==> config.mk <==
export PLATFORM = sky130hd
export DESIGN_NAME = uart_rx_deframer
export DESIGN_NICKNAME = d
export VERILOG_FILES = /design/src/rtl/uart_pkg.sv /design/src/rtl/sync_2ff.sv /design/src/rtl/uart_rx_deframer.sv
export SDC_FILE = /design/constraint.sdc
export NUM_CORES = 1
export LEC_CHECK = 0
export BUFFER_PORTS_ARGS = -buffer_cell sky130_fd_sc_hd__buf_2
export CAP_MARGIN = 20
export CORE_MARGIN = 5
export CORE_UTILIZATION = 50
export CTS_CLUSTER_SIZE = 10
export DETAILED_ROUTE_END_ITERATION = 7
export PLACE_DENSITY = 0.67
export SLEW_MARGIN = 20
export SYNTH_ARGS = -nofsm -noshare
export SYNTH_HDL_FRONTEND = slang
export SYNTH_SLANG_ARGS = --single-unit
==> constraint.sdc <==
create_clock -name clock -period 2.45 [get_ports clock]
set_clock_uncertainty 0.15 [all_clocks]
set_input_delay 0.245 -clock clock [delete_from_list [all_inputs] [get_ports clock]]
set_output_delay 0.245 -clock clock [all_outputs]
set_load 0.01 [all_outputs]
==> src/rtl/uart_pkg.sv <==
// Shared serial-link definitions: receiver FSM states and default framing constants
// used by both ends of the board serial link.
package uart_pkg;

  localparam int UART_CLKS_PER_BIT = 434;
  localparam int UART_DATA_BITS    = 8;

  typedef enum logic [2:0] {
    IDLE,
    START,
    DATA,
    STOP,
    BREAK
  } uart_state_e;

endpackage

==> src/rtl/sync_2ff.sv <==
// Two-flop synchroniser for a single asynchronous input bit; both flops reset to
// RESET_VAL so an idle-high line does not look like a start bit after reset.
module sync_2ff #(
  parameter logic RESET_VAL = 1'b1
) (
  input  logic clock,
  input  logic reset,
  input  logic d,
  output logic q
);

  logic meta;

  always_ff @(posedge clock or negedge reset) begin
    if (!reset) begin
      meta <= RESET_VAL;
      q    <= RESET_VAL;
    end else begin
      meta <= d;
      q    <= meta;
    end
  end

endmodule

==> src/rtl/uart_rx_deframer.sv <==
// 8N1 serial receiver: synchronises io_rx, deframes start/data/stop bits and
// presents each byte in a one-entry valid/ready holding register.
module uart_rx_deframer
  import uart_pkg::*;
#(
  parameter int CLKS_PER_BIT = UART_CLKS_PER_BIT,
  parameter int DATA_BITS    = UART_DATA_BITS
) (
  input  logic                 clock,
  input  logic                 reset,
  input  logic                 io_rx,
  output logic [DATA_BITS-1:0] rx_data,
  output logic                 rx_valid,
  input  logic                 rx_ready,
  output logic                 rx_frame_err,
  output logic                 rx_overrun
);

  localparam int CNT_W = $clog2(CLKS_PER_BIT);
  localparam int IDX_W = $clog2(DATA_BITS + 1);

  localparam logic [CNT_W-1:0] CNT_HALF = CNT_W'(CLKS_PER_BIT / 2 - 1);
  localparam logic [CNT_W-1:0] CNT_FULL = CNT_W'(CLKS_PER_BIT - 1);
  localparam logic [CNT_W-1:0] CNT_ONE  = CNT_W'(1);
  localparam logic [IDX_W-1:0] IDX_LAST = IDX_W'(DATA_BITS - 1);
  localparam logic [IDX_W-1:0] IDX_ONE  = IDX_W'(1);

  logic                 rx_s;
  uart_state_e          state_q, state_d;
  logic [CNT_W-1:0]     cnt_q, cnt_d;
  logic [IDX_W-1:0]     idx_q, idx_d;
  logic [DATA_BITS-1:0] shreg_q;
  logic                 shift_en;
  logic                 stop_good;
  logic                 stop_bad;
  logic                 accept;
  logic                 commit_ok;

  sync_2ff #(
    .RESET_VAL (1'b1)
  ) u_sync (
    .clock (clock),
    .reset (reset),
    .d     (io_rx),
    .q     (rx_s)
  );

  always_ff @(posedge clock or negedge reset) begin
    if (!reset) begin
      state_q <= IDLE;
      cnt_q   <= '0;
      idx_q   <= '0;
    end else begin
      state_q <= state_d;
      cnt_q   <= cnt_d;
      idx_q   <= idx_d;
    end
  end

  // Each sampling state counts down to zero and samples rx_s at mid-bit.
  always_comb begin
    state_d   = state_q;
    cnt_d     = cnt_q;
    idx_d     = idx_q;
    shift_en  = 1'b0;
    stop_good = 1'b0;
    stop_bad  = 1'b0;
    case (state_q)
      IDLE: begin
        if (!rx_s) begin
          state_d = START;
          cnt_d   = CNT_HALF;
        end
      end
      START: begin
        if (cnt_q != '0) begin
          cnt_d = cnt_q - CNT_ONE;
        end else if (rx_s) begin
          state_d = IDLE;
        end else begin
          state_d = DATA;
          cnt_d   = CNT_FULL;
          idx_d   = '0;
        end
      end
      DATA: begin
        if (cnt_q != '0) begin
          cnt_d = cnt_q - CNT_ONE;
        end else begin
          shift_en = 1'b1;
          cnt_d    = CNT_FULL;
          if (idx_q == IDX_LAST) begin
            state_d = STOP;
          end else begin
            idx_d = idx_q + IDX_ONE;
          end
        end
      end
      STOP: begin
        if (cnt_q != '0) begin
          cnt_d = cnt_q - CNT_ONE;
        end else if (rx_s) begin
          stop_good = 1'b1;
          state_d   = IDLE;
        end else begin
          stop_bad = 1'b1;
          state_d  = BREAK;
        end
      end
      BREAK: begin
        if (rx_s) begin
          state_d = IDLE;
        end
      end
      default: begin
        state_d = IDLE;
      end
    endcase
  end

  // Data bits arrive LSB first, so shift in from the top.
  always_ff @(posedge clock) begin
    if (shift_en) begin
      shreg_q <= {rx_s, shreg_q[DATA_BITS-1:1]};
    end
  end

  assign accept    = rx_valid && rx_ready;
  assign commit_ok = stop_good && (!rx_valid || rx_ready);

  // A byte arriving while the holding register is full and not being drained is dropped.
  always_ff @(posedge clock or negedge reset) begin
    if (!reset) begin
      rx_data      <= '0;
      rx_valid     <= 1'b0;
      rx_frame_err <= 1'b0;
      rx_overrun   <= 1'b0;
    end else begin
      rx_frame_err <= stop_bad;
      rx_overrun   <= stop_good && !commit_ok;
      if (commit_ok) begin
        rx_data  <= shreg_q;
        rx_valid <= 1'b1;
      end else if (accept) begin
        rx_valid <= 1'b0;
      end
    end
  end

endmodule

==> results of run 1 <==
## cells in the mapped netlist, drive strengths merged (2+ instances only)
cell	count	area share, %
nand3	2	0.85
nand2	16	3.6
xor2	2	1.0
inv	8	1.7
nand2b	2	0.71
o21ai	9	2.6
nor4	3	1.9
nor3	5	2.1
o41ai	3	1.5
a21oi	10	2.8
ha	3	2.1
nor2	18	4.0
dfrtp	27	38
a21boi	2	0.85
a31oi	3	1.1
mux2	8	5.1
edfxtp	8	14
a211oi	2	0.85
buf	2	0.57
clkbuf	4	0.85
nor2b	2	0.71
dfstp	2	3.0
or3	3	1.1
## logic make-up after synthesis
logic type	after synthesis	synth area share (%)
AOI/OAI and AO/OA	38	13.9
DFF	37	55.0
xor gates and xnor gates	3	1.49
and+or+nand+nor	57	18.6
adders and majority gates	3	2.13
buffers and inverters	14	3.13
muxes	9	5.69
## path summary, 6_finish.rpt
kind                                   end
max in group asynchronous         cnt_q[6]
worst min-delay path            rx_overrun
worst max-delay path              idx_q[3]
worst max register to register    idx_q[3]
worst min register to register    u_sync.q
min in group asynchronous       rx_data[3]
## cell type report
type / count / area (sq um) / share of cell area (%)
Sequential cell: 37 / 968 / 48.7
Clock buffer: 5 / 37.5 / 1.89
Inverter: 8 / 30.0 / 1.51
Multi-Input combinational cell: 110 / 741 / 37.2
Tap cell: 46 / 57.6 / 2.89
Clock inverter: 3 / 22.5 / 1.13
Timing Repair Buffer: 20 / 133 / 6.67
## state kept, by name, summed over array words and instances, names as in the netlist
signal,flops
cnt_q,9
idx_q,4
rx_data,8
rx_frame_err,1
rx_overrun,1
rx_valid,1
shreg_q,8
state_q,3
u_sync.meta,1
u_sync.q,1
## worst register-to-register path, cell delays in order, from the launching register on
cell and delay, ns:
sky130_fd_sc_hd__dfrtp_1 0.43, sky130_fd_sc_hd__inv_1 0.15, sky130_fd_sc_hd__ha_1 0.18, sky130_fd_sc_hd__nor4b_4 0.38, sky130_fd_sc_hd__nand3_2 0.13, sky130_fd_sc_hd__or4_1 0.50, sky130_fd_sc_hd__xor2_1 0.15, sky130_fd_sc_hd__a31oi_1 0.15
## where the power goes
part | switching [uW] | total, uW | internal [uW]
clock network | 201 | 314 | 113
logic | 13.4 | 18.8 | 5.39
registers | 2.31 | 632 | 630
total | 216 | 965 | 749
## per-layer routing
| layer | vias up | GRT usage [%] | part of all wire, % |
|---|---|---|---|
| met5 | - | 0 | 0 |
| met4 | 0 | 5.86 | 1.4 |
| met3 | 6 | 3.19 | 3.1 |
| met2 | 17 | 24.8 | 50 |
| met1 | 618 | 19.3 | 45 |
| li1 | 621 | - | - |
## stage by stage
| step | instances | power (uW) |
|---|---|---|
| 2_1_floorplan | 161 | 648 |
| 3_3_place_gp | 218 | 661 |
| 3_5_place_dp | 218 | 661 |
| 4_1_cts | 228 | 982 |
| 5_1_grt | 229 | 1010 |
| 6_report | 229 | 965 |
## repair_timing
item / 4_1_cts / 5_1_grt
gates resized for setup: 0 / 1
setup buffers: 0 / 1
setup endpoints to repair: 0 / 9
hold endpoints to repair: 28 / 0
hold buffers: 2 / 0
==> impl_metrics.xml, run 1 <==
<?xml version="1.0" encoding="UTF-8"?>
<metrics>
  <group name="clocking">
    <metric name="cts-buffers-inserted" unit="">5</metric>
    <metric name="clkSlewWorstSetupHoldPaths" unit="ns">0.11</metric>
    <metric name="worst_skew_pair.late_latency" unit="ns">0.34</metric>
    <metric name="cts-htree-levels" unit="">2</metric>
    <metric name="cts-root-to-sink-buffers" unit="">2</metric>
    <metric name="sink_count_of_the_clock_tree" unit="">37</metric>
    <metric name="root_buffer" unit="">sky130_fd_sc_hd__clkbuf_4</metric>
    <metric name="tritoncts_clock_tree" unit="">done</metric>
  </group>
  <group name="timing">
    <metric name="layout_worst_path_cycle_share" unit="%">93.6</metric>
    <metric name="timing_hold_violations_final" unit="">0</metric>
    <metric name="unrepaired_setup_endpoints_after_global_routing" unit="">no</metric>
    <metric name="fin_ws" unit="ns">0.158</metric>
    <metric name="final.min_clock_period" unit="ns">2.29</metric>
    <metric name="maxSlewHeadroom" unit="%">57.3</metric>
    <metric name="timing_worst_slew_pin_value" unit="ns">0.640</metric>
    <metric name="setup_viol_count_final" unit="">0</metric>
    <metric name="setup_tns" unit="ns">0</metric>
    <metric name="fmaxAchievable" unit="GHz">0.436</metric>
    <metric name="max_slew_violation_count" unit="">0</metric>
    <metric name="hold-worst-slack" unit="ns">0.0457</metric>
  </group>
  <group name="setup_path">
    <metric name="worst-path-stages" unit="">7</metric>
    <metric name="timing.setup.critical_path_class" unit="">reg -&gt; reg</metric>
    <metric name="critical_path.top_delay_family" unit="">simple AND/OR/NAND/NOR gates</metric>
    <metric name="timing.critical_path.buf_inv" unit="">1</metric>
    <metric name="reg2regPathDepth" unit="">7</metric>
    <metric name="worst_setup_path_start_kind" unit="">register</metric>
    <metric name="reg2reg_from" unit="">cnt_q[0]</metric>
    <metric name="critical-path-max-stage-delay" unit="ns">0.50</metric>
    <metric name="worst_ep_required_time" unit="ns">2.56</metric>
    <metric name="setup.worst_path.end_class" unit="">register</metric>
    <metric name="worst_reg2reg_setup_slack" unit="ns">0.16</metric>
    <metric name="timing.critical_path.slowest_stage_cell" unit="">sky130_fd_sc_hd__or4_1</metric>
    <metric name="worstPathCellList" unit="">inv_1 -&gt; ha_1 -&gt; nor4b_4 -&gt; nand3_2 -&gt; or4_1 -&gt; xor2_1 -&gt; a31oi_1</metric>
    <metric name="cp.arrival" unit="ns">2.40</metric>
    <metric name="crit_fanout" unit="">7</metric>
    <metric name="crit_start" unit="">cnt_q[0]</metric>
  </group>
  <group name="die">
    <metric name="core_area" unit="sq mm">0.00336</metric>
    <metric name="die_width" unit="um">69.3</metric>
    <metric name="floorplan.die.height" unit="um">69.3</metric>
    <metric name="die-area" unit="sq mm">0.00480</metric>
    <metric name="floorplan.rows" unit="">21</metric>
    <metric name="starting_density" unit="%">52.3</metric>
    <metric name="ios" unit="">15</metric>
  </group>
  <group name="finish">
    <metric name="syn_to_final_growth" unit="%">13.1</metric>
    <metric name="layout.cells.most_common" unit="">sky130_fd_sc_hd__dfrtp_1</metric>
    <metric name="layout_cell_area_excl_fill" unit="sq mm">0.00199</metric>
    <metric name="most-common-layout-cells" unit="">sky130_fd_sc_hd__dfrtp_1, sky130_fd_sc_hd__nor2_1, sky130_fd_sc_hd__nand2_1, sky130_fd_sc_hd__buf_2, sky130_fd_sc_hd__a21oi_1</metric>
    <metric name="diodes" unit="">0</metric>
    <metric name="n_fill_cell" unit="">292</metric>
    <metric name="layout.core_utilization" unit="%">59.2</metric>
    <metric name="layout.nets" unit="">189</metric>
    <metric name="drive_above_1_share" unit="%">25.1</metric>
  </group>
  <group name="synth">
    <metric name="ys_async_sr_fraction" unit="%">78.4</metric>
    <metric name="mappedNetlistNets" unit="">168</metric>
    <metric name="part_of_the_yosys_area_used_for_sequential_elements" unit="%">55.0</metric>
    <metric name="postSynthAreaPerCell" unit="sq um">10.9</metric>
    <metric name="ys_seq_elements" unit="">37</metric>
    <metric name="syn-cell-area" unit="sq mm">0.00176</metric>
    <metric name="synth-edff-count" unit="">8</metric>
    <metric name="count_of_mapped_cells_out_of_synthesis" unit="">161</metric>
    <metric name="synth_cell_type_count" unit="">48</metric>
    <metric name="yosysWarnings" unit="">0</metric>
    <metric name="postSynth.topFlopCell" unit="">sky130_fd_sc_hd__dfrtp_1</metric>
  </group>
  <group name="place">
    <metric name="gpl.final_weighted_congestion" unit="">0.861</metric>
    <metric name="placed_cell_area" unit="sq mm">0.00188</metric>
    <metric name="dp_hpwl" unit="mm">2.34</metric>
    <metric name="port_buffers" unit="">14</metric>
    <metric name="dp_slack" unit="ns">0.101</metric>
  </group>
  <group name="route">
    <metric name="drtAntennaViolNets" unit="">0</metric>
    <metric name="wl" unit="mm">3.22</metric>
    <metric name="drt-wirelength-per-cell" unit="um">14.0</metric>
    <metric name="detailroute.via_count" unit="">1262</metric>
    <metric name="drt-pass1-iter-count" unit="">4</metric>
    <metric name="post_drt_via_cell_ratio" unit="">5.51</metric>
    <metric name="drt_drc_violations_left" unit="">0</metric>
    <metric name="initialDrtViolationCount" unit="">78</metric>
  </group>
  <group name="hold_path">
    <metric name="whs_path_depth" unit="">3</metric>
    <metric name="hold_path_origin" unit="">rx_ready</metric>
    <metric name="holdCritPathClass" unit="">in -&gt; reg</metric>
  </group>
  <group name="power">
    <metric name="power.density_cell_area" unit="mW/mm^2">485</metric>
    <metric name="vdd_ir_drop_max" unit="mV">0.308</metric>
    <metric name="leakagePower" unit="uW">0.000890</metric>
  </group>
  <group name="flow_run">
    <metric name="max_cap_viol_count" unit="">0</metric>
  </group>
  <group name="grt">
    <metric name="grt_usage" unit="%">15.1</metric>
    <metric name="grt_pass1_vias" unit="">1275</metric>
    <metric name="globalRouteOverflowTotal" unit="">0</metric>
    <metric name="grt_max_degree" unit="">30</metric>
    <metric name="grt_antenna_before_repair" unit="">0</metric>
    <metric name="wire_length_of_the_first_global_routing_pass" unit="mm">5.89</metric>
  </group>
  <group name="outcome">
    <metric name="run_status" unit="">finished, final reports clean</metric>
  </group>
</metrics>
No activity file was read; power rests on OpenSTA's default activity.
==> inputs of run 2 (changes only) <==
- clock period: 2.45 -> 2.6 ns (I/O delays scaled with it)
==> run 2 against run 1 <==
Net effect:
- sequential power decreased by 5.9%
- critical path type unchanged
- utilization decreased by 0.45 points
- die area unchanged
- wire length down 0.16%
==> impl_metrics.xml, run 2 (synthesis results as in run 1) <==
<?xml version="1.0" encoding="UTF-8"?>
<metrics>
  <group name="outcome">
    <metric name="run_status" unit="">finished, final reports clean</metric>
  </group>
  <group name="power">
    <metric name="power.share.sequential" unit="%">58.2</metric>
    <metric name="pwr-share-clk" unit="%">40.1</metric>
    <metric name="post-layout-total-power" unit="uW">1020</metric>
    <metric name="leakagePower" unit="uW">0.000884</metric>
    <metric name="p_int" unit="uW">828</metric>
    <metric name="share_of_power_burned_in_combinational_logic" unit="%">1.7</metric>
    <metric name="total_switching_power" unit="uW">195</metric>
    <metric name="vdd_ir_drop_max" unit="mV">0.279</metric>
    <metric name="power.share.switching" unit="%">19.1</metric>
    <metric name="power.density_cell_area" unit="mW/mm^2">518</metric>
  </group>
  <group name="route">
    <metric name="post_drt_via_cell_ratio" unit="">5.56</metric>
    <metric name="wl" unit="mm">3.21</metric>
    <metric name="drtAntennaViolNets" unit="">0</metric>
    <metric name="drt-pass1-iter-count" unit="">4</metric>
    <metric name="initialDrtViolationCount" unit="">47</metric>
    <metric name="drt-wirelength-per-cell" unit="um">14.2</metric>
    <metric name="detailroute.via_count" unit="">1256</metric>
    <metric name="drt_drc_violations_left" unit="">0</metric>
  </group>
  <group name="setup_path">
    <metric name="worst_ep_required_time" unit="ns">2.67</metric>
    <metric name="setup.worst_path.end_class" unit="">register</metric>
    <metric name="reg2regPathDepth" unit="">6</metric>
    <metric name="worstPathCellList" unit="">inv_1 -&gt; ha_1 -&gt; nor4b_4 -&gt; nand2_2 -&gt; nor3_4 -&gt; mux2_2</metric>
    <metric name="worst_setup_path_start_kind" unit="">register</metric>
    <metric name="timing.setup.critical_path_class" unit="">reg -&gt; reg</metric>
    <metric name="cp.arrival" unit="ns">2.42</metric>
    <metric name="timing.critical_path.slowest_stage_cell" unit="">sky130_fd_sc_hd__dfrtp_1</metric>
    <metric name="crit_fanout" unit="">8</metric>
    <metric name="critical-path-max-stage-delay" unit="ns">0.43</metric>
  </group>
  <group name="die">
    <metric name="core_area" unit="sq mm">0.00336</metric>
    <metric name="die-area" unit="sq mm">0.00480</metric>
    <metric name="floorplan.die.height" unit="um">69.3</metric>
    <metric name="die_width" unit="um">69.3</metric>
    <metric name="starting_density" unit="%">52.3</metric>
    <metric name="ios" unit="">15</metric>
    <metric name="floorplan.rows" unit="">21</metric>
  </group>
  <group name="place">
    <metric name="place.detailed.instances" unit="">216</metric>
    <metric name="gpl.final_weighted_congestion" unit="">0.863</metric>
    <metric name="placed_cell_area" unit="sq mm">0.00187</metric>
    <metric name="port_buffers" unit="">14</metric>
    <metric name="dp_hpwl" unit="mm">2.30</metric>
  </group>
  <group name="grt">
    <metric name="grt_util_met1" unit="%">19.9</metric>
    <metric name="wire_length_of_the_first_global_routing_pass" unit="mm">5.73</metric>
    <metric name="grt_antenna_before_repair" unit="">0</metric>
    <metric name="grt_usage" unit="%">14.7</metric>
    <metric name="globalRouteOverflowTotal" unit="">0</metric>
    <metric name="grt_util_met2" unit="%">22.8</metric>
    <metric name="grt_max_degree" unit="">30</metric>
    <metric name="grt-busiest-layer" unit="">met2</metric>
    <metric name="grt_pass1_vias" unit="">1232</metric>
    <metric name="global_route.usage.met3" unit="%">3.48</metric>
  </group>
  <group name="finish">
    <metric name="layout.nets" unit="">186</metric>
    <metric name="finalNonFillerCells" unit="">226</metric>
    <metric name="drive_above_1_share" unit="%">23.3</metric>
    <metric name="top_register" unit="">cnt_q</metric>
    <metric name="diodes" unit="">0</metric>
    <metric name="most-common-layout-cells" unit="">sky130_fd_sc_hd__dfrtp_1, sky130_fd_sc_hd__nor2_1, sky130_fd_sc_hd__nand2_1, sky130_fd_sc_hd__buf_2, sky130_fd_sc_hd__a21oi_1</metric>
    <metric name="layout.cells.most_common" unit="">sky130_fd_sc_hd__dfrtp_1</metric>
    <metric name="reg.largest.list" unit="">cnt_q x9, rx_data x8, shreg_q x8</metric>
    <metric name="layout_cell_area_excl_fill" unit="sq mm">0.00197</metric>
    <metric name="max_ffs_per_register" unit="">9</metric>
    <metric name="syn_to_final_growth" unit="%">12.2</metric>
  </group>
  <group name="timing">
    <metric name="setup_tns" unit="ns">0</metric>
    <metric name="timing_hold_violations_final" unit="">0</metric>
    <metric name="max_slew_violation_count" unit="">0</metric>
    <metric name="maxSlewHeadroom" unit="%">56.0</metric>
    <metric name="fmaxAchievable" unit="GHz">0.426</metric>
    <metric name="unrepaired_setup_endpoints_after_global_routing" unit="">no</metric>
    <metric name="final.min_clock_period" unit="ns">2.35</metric>
    <metric name="setup_viol_count_final" unit="">0</metric>
    <metric name="layout_worst_path_cycle_share" unit="%">90.3</metric>
    <metric name="timing_worst_slew_pin_value" unit="ns">0.660</metric>
  </group>
  <group name="clocking">
    <metric name="sink_count_of_the_clock_tree" unit="">37</metric>
    <metric name="clkSlewWorstSetupHoldPaths" unit="ns">0.10</metric>
    <metric name="root_buffer" unit="">sky130_fd_sc_hd__clkbuf_4</metric>
    <metric name="cts-buffers-inserted" unit="">5</metric>
    <metric name="worst_skew_pair.late_latency" unit="ns">0.33</metric>
    <metric name="tritoncts_clock_tree" unit="">done</metric>
    <metric name="ctsResizeCount" unit="">0</metric>
    <metric name="cts-root-to-sink-buffers" unit="">2</metric>
    <metric name="cts-htree-levels" unit="">2</metric>
  </group>
  <group name="hold_path">
    <metric name="holdCritPathClass" unit="">in -&gt; reg</metric>
    <metric name="whs_path_depth" unit="">3</metric>
  </group>
  <group name="flow_run">
    <metric name="max_cap_viol_count" unit="">0</metric>
  </group>
</metrics>
## run 2: cell types whose count changed in the layout (fill, tap and decap cells not counted), sizes merged
| cell | change |
|---|---|
| clkinv | -3 |
| bufinv | +1 |
| buf | -3 |
| clkbuf | +2 |
## run 2: worst paths after layout
path	startpoint	to	slack [ns]
worst max register to register	cnt_q[0]	rx_data[3]	0.25
worst min register to register	u_sync.meta	u_sync.q	0.21
max in group asynchronous	reset	cnt_q[0]	1.54
worst max-delay path	cnt_q[0]	rx_data[3]	0.25
worst min-delay path	rx_ready	rx_overrun	0.06
min in group asynchronous	reset	rx_data[1]	0.33
## run 2: worst max-delay path: cells and delay by family (launching register included)
kind / cells / cell delay [ns]
mux: 1 / 0.39
flops: 1 / 0.43
fa+ha+maj: 1 / 0.18
buf+inv: 1 / 0.15
simple gates: 3 / 0.95
## run 2: final cells by class
| type | instances | area (sq um) |
|---|---|---|
| tap | 46 | 57.6 |
| clock buffer | 7 | 55.1 |
| timing repair buffer | 17 | 97.6 |
| fill | 308 | 1390 |
| inverter | 8 | 30.0 |
| clock inverter | 1 | 30.0 |
| sequential | 37 | 968 |
| multi-input combinational | 110 | 736 |
## run 2: stage by stage
stage | util, % | worst slack (ns) | hold WS (ns)
finish | 58.7 | 0.252 | 0.0561
global route | 58.7 | 0.117 | 0.0652
CTS | 58.7 | 0.239 | 0.0429
detailed placement | 55.6 | 0.251 | 0.179
global placement | 55.6 | 0.350 | 0.158
floorplan | - | 0.489 | -0.186
## run 2: per-layer routing
layer / part of all wire [%] / vias to the layer above
met2: 47 / 31
met5: 0 / -
met3: 4.2 / 7
met4: 1.5 / 0
li1: - / 618
met1: 47 / 600
## run 2: power by group through the flow
stage	clock [uW]	combinational [uW]	sequential, uW
floorplan	0	5.40	605
global placement	0	15.4	607
detailed placement	0	16.2	607
CTS	419	18.4	596
global route	443	21.1	596
finish	410	17.7	595
## run 2: repair_timing
item,4_1_cts,5_1_grt
hold buffers,2,0
setup buffers,0,0
endpoints found under the setup margin,0,0
hold endpoints to repair,28,0
==> inputs of run 3 (changes only) <==
- CORE_UTILIZATION: 50 -> 61
- CTS_BUF_LIST: not set -> sky130_fd_sc_hd__clkbuf_4
- PLACE_DENSITY: 0.67 -> 0.79
==> run 3 against run 2 <==
Net effect:
- global-route usage rose by 4.3 points
- non-clock buffer count did not move
- hold slack improved by 0.033 ns
- fmax rose by 0.31%
- highest routed layer unchanged
==> impl_metrics.xml, run 3 (synthesis results as in run 1) <==
<?xml version="1.0" encoding="UTF-8"?>
<metrics>
  <group name="route">
    <metric name="initialDrtViolationCount" unit="">109</metric>
    <metric name="drtAntennaViolNets" unit="">0</metric>
    <metric name="detailroute.via_count" unit="">1300</metric>
    <metric name="post_drt_via_cell_ratio" unit="">6.16</metric>
    <metric name="drt_drc_violations_left" unit="">0</metric>
    <metric name="drt-pass1-iter-count" unit="">4</metric>
    <metric name="met2_wire_len" unit="mm">1.59</metric>
    <metric name="met3_wirelength" unit="um">202</metric>
    <metric name="drt-wirelength-per-cell" unit="um">16.0</metric>
    <metric name="wl" unit="mm">3.37</metric>
    <metric name="top_layer_used" unit="">met4</metric>
    <metric name="met1Wirelength" unit="mm">1.52</metric>
  </group>
  <group name="timing">
    <metric name="maxSlewHeadroom" unit="%">57.9</metric>
    <metric name="max_slew_violation_count" unit="">0</metric>
    <metric name="final.min_clock_period" unit="ns">2.34</metric>
    <metric name="timing_hold_violations_final" unit="">0</metric>
    <metric name="layout_worst_path_cycle_share" unit="%">90.0</metric>
    <metric name="setup_tns" unit="ns">0</metric>
    <metric name="timing_worst_slew_pin_value" unit="ns">0.632</metric>
    <metric name="fmaxAchievable" unit="GHz">0.427</metric>
    <metric name="fin_ws" unit="ns">0.259</metric>
    <metric name="setup_viol_count_final" unit="">0</metric>
    <metric name="unrepaired_setup_endpoints_after_global_routing" unit="">no</metric>
  </group>
  <group name="power">
    <metric name="power.share.sequential" unit="%">65.9</metric>
    <metric name="power.density_cell_area" unit="mW/mm^2">470</metric>
    <metric name="share_of_power_burned_in_combinational_logic" unit="%">1.9</metric>
    <metric name="vdd_ir_drop_max" unit="mV">0.362</metric>
    <metric name="pwr-share-clk" unit="%">32.2</metric>
    <metric name="post-layout-total-power" unit="uW">905</metric>
    <metric name="p_int" unit="uW">700</metric>
    <metric name="total_switching_power" unit="uW">204</metric>
    <metric name="leakagePower" unit="uW">0.000870</metric>
    <metric name="power.share.switching" unit="%">22.6</metric>
  </group>
  <group name="setup_path">
    <metric name="cp.arrival" unit="ns">2.42</metric>
    <metric name="worst_ep_required_time" unit="ns">2.68</metric>
    <metric name="worst_setup_path_start_kind" unit="">register</metric>
    <metric name="crit_fanout" unit="">8</metric>
    <metric name="worstPathCellList" unit="">inv_1 -&gt; ha_1 -&gt; nor4b_4 -&gt; nand2_2 -&gt; nor3_4 -&gt; mux2_2</metric>
    <metric name="setup.worst_path.end_class" unit="">register</metric>
    <metric name="timing.setup.critical_path_class" unit="">reg -&gt; reg</metric>
    <metric name="critical-path-max-stage-delay" unit="ns">0.43</metric>
    <metric name="timing.critical_path.slowest_stage_cell" unit="">sky130_fd_sc_hd__dfrtp_1</metric>
  </group>
  <group name="die">
    <metric name="die_width" unit="um">63.7</metric>
    <metric name="starting_density" unit="%">63.8</metric>
    <metric name="floorplan.die.height" unit="um">63.7</metric>
    <metric name="floorplan.rows" unit="">19</metric>
    <metric name="core_area" unit="sq mm">0.00276</metric>
    <metric name="die-area" unit="sq mm">0.00406</metric>
    <metric name="ios" unit="">15</metric>
  </group>
  <group name="clocking">
    <metric name="cts-htree-levels" unit="">2</metric>
    <metric name="clkSlewWorstSetupHoldPaths" unit="ns">0.12</metric>
    <metric name="cts-root-to-sink-buffers" unit="">2</metric>
    <metric name="root_buffer" unit="">sky130_fd_sc_hd__clkbuf_4</metric>
    <metric name="sink_count_of_the_clock_tree" unit="">37</metric>
    <metric name="tritoncts_clock_tree" unit="">done</metric>
    <metric name="worst_skew_pair.late_latency" unit="ns">0.34</metric>
    <metric name="cts-buffers-inserted" unit="">5</metric>
  </group>
  <group name="grt">
    <metric name="grt_pass1_vias" unit="">1329</metric>
    <metric name="wire_length_of_the_first_global_routing_pass" unit="mm">6.09</metric>
    <metric name="globalRouteOverflowTotal" unit="">0</metric>
    <metric name="grt_antenna_before_repair" unit="">0</metric>
    <metric name="grt_max_degree" unit="">30</metric>
    <metric name="grt_usage" unit="%">19.0</metric>
  </group>
  <group name="finish">
    <metric name="layout.core_utilization" unit="%">69.8</metric>
    <metric name="reg.largest.list" unit="">cnt_q x9, rx_data x8, shreg_q x8</metric>
    <metric name="drive_above_1_share" unit="%">23.9</metric>
    <metric name="max_ffs_per_register" unit="">9</metric>
    <metric name="top_register" unit="">cnt_q</metric>
    <metric name="n_fill_cell" unit="">205</metric>
    <metric name="most-common-layout-cells" unit="">sky130_fd_sc_hd__dfrtp_1, sky130_fd_sc_hd__nor2_1, sky130_fd_sc_hd__nand2_1, sky130_fd_sc_hd__buf_2, sky130_fd_sc_hd__a21oi_1</metric>
    <metric name="diodes" unit="">0</metric>
    <metric name="layout.cells.most_common" unit="">sky130_fd_sc_hd__dfrtp_1</metric>
    <metric name="syn_to_final_growth" unit="%">9.46</metric>
    <metric name="layout.nets" unit="">186</metric>
  </group>
  <group name="place">
    <metric name="dp_hpwl" unit="mm">2.43</metric>
    <metric name="gpl.final_weighted_congestion" unit="">0.848</metric>
    <metric name="port_buffers" unit="">14</metric>
    <metric name="dp_slack" unit="ns">0.274</metric>
  </group>
  <group name="hold_path">
    <metric name="holdCritPathClass" unit="">in -&gt; reg</metric>
  </group>
  <group name="outcome">
    <metric name="run_status" unit="">finished, final reports clean</metric>
  </group>
  <group name="flow_run">
    <metric name="max_cap_viol_count" unit="">0</metric>
  </group>
</metrics>
==> run 3: cell count changes in the layout (fill, tap and decap cells not counted), sizes merged <==
cell      previous run  this run
bufinv               1         0
clkbuf               7         5
clkinv               0         2
clkinvlp             0         1
==> run 3: timing repair <==
action	CTS	global route
gates resized for setup	0	0
buffers inserted	0	0
hold buffers	2	0
endpoints found under the hold margin	28	0
==> run 3: power by group through the flow <==
stage	clock network [uW]	registers, uW	logic (uW)
floorplan	0	605	5.40
global placement	0	607	15.3
CTS	304	596	17.9
finish	292	596	17.3
global route	342	596	20.5
detailed placement	0	607	15.7
==> run 3: worst paths after layout <==
check	start	to	slack, ns	depth (start not counted)
max in group asynchronous	reset	idx_q[3]	1.55	2
min in group asynchronous	reset	rx_data[1]	0.33	2
max	cnt_q[0]	rx_data[2]	0.26	6
min	rx_ready	rx_overrun	0.09	3
min reg2reg	u_sync.meta	u_sync.q	0.22	0
max reg2reg	cnt_q[0]	rx_data[2]	0.26	6
==> run 3: metrics by stage <==
step	hold WS, ns	area (sq um)	cells
after detailed placement	0.166	1850	201
after CTS	0.0692	1930	211
final	0.0890	1930	211
after global routing	0.0766	1930	211
after floorplan	-0.186	1760	161
after global placement	0.160	1850	201
==> run 3: worst max-delay path, delay by kind of cell, from the launching register on <==
kind,cells,cell delay [ns]
and+or+nand+nor,3,0.95
DFF,1,0.43
muxes,1,0.38
adders and majority gates,1,0.17
buffers and inverters,1,0.14
==> run 3: metal layers <==
metal  global-route usage (%)  vias up
li1                         -      620
met1                     25.3      631
met2                     29.8       42
met3                     5.68        7
met4                     6.23        0
met5                        0        -
==> run 3: final cells by class <==
type / count / area (sq um) / area share, %
Clock buffer: 5 / 37.5 / 1.95
Timing Repair Buffer: 17 / 97.6 / 5.07
Clock inverter: 3 / 17.5 / 0.910
Sequential cell: 37 / 968 / 50.3
Tap cell: 31 / 38.8 / 2.01
Inverter: 8 / 30.0 / 1.56
Multi-Input combinational cell: 110 / 736 / 38.2
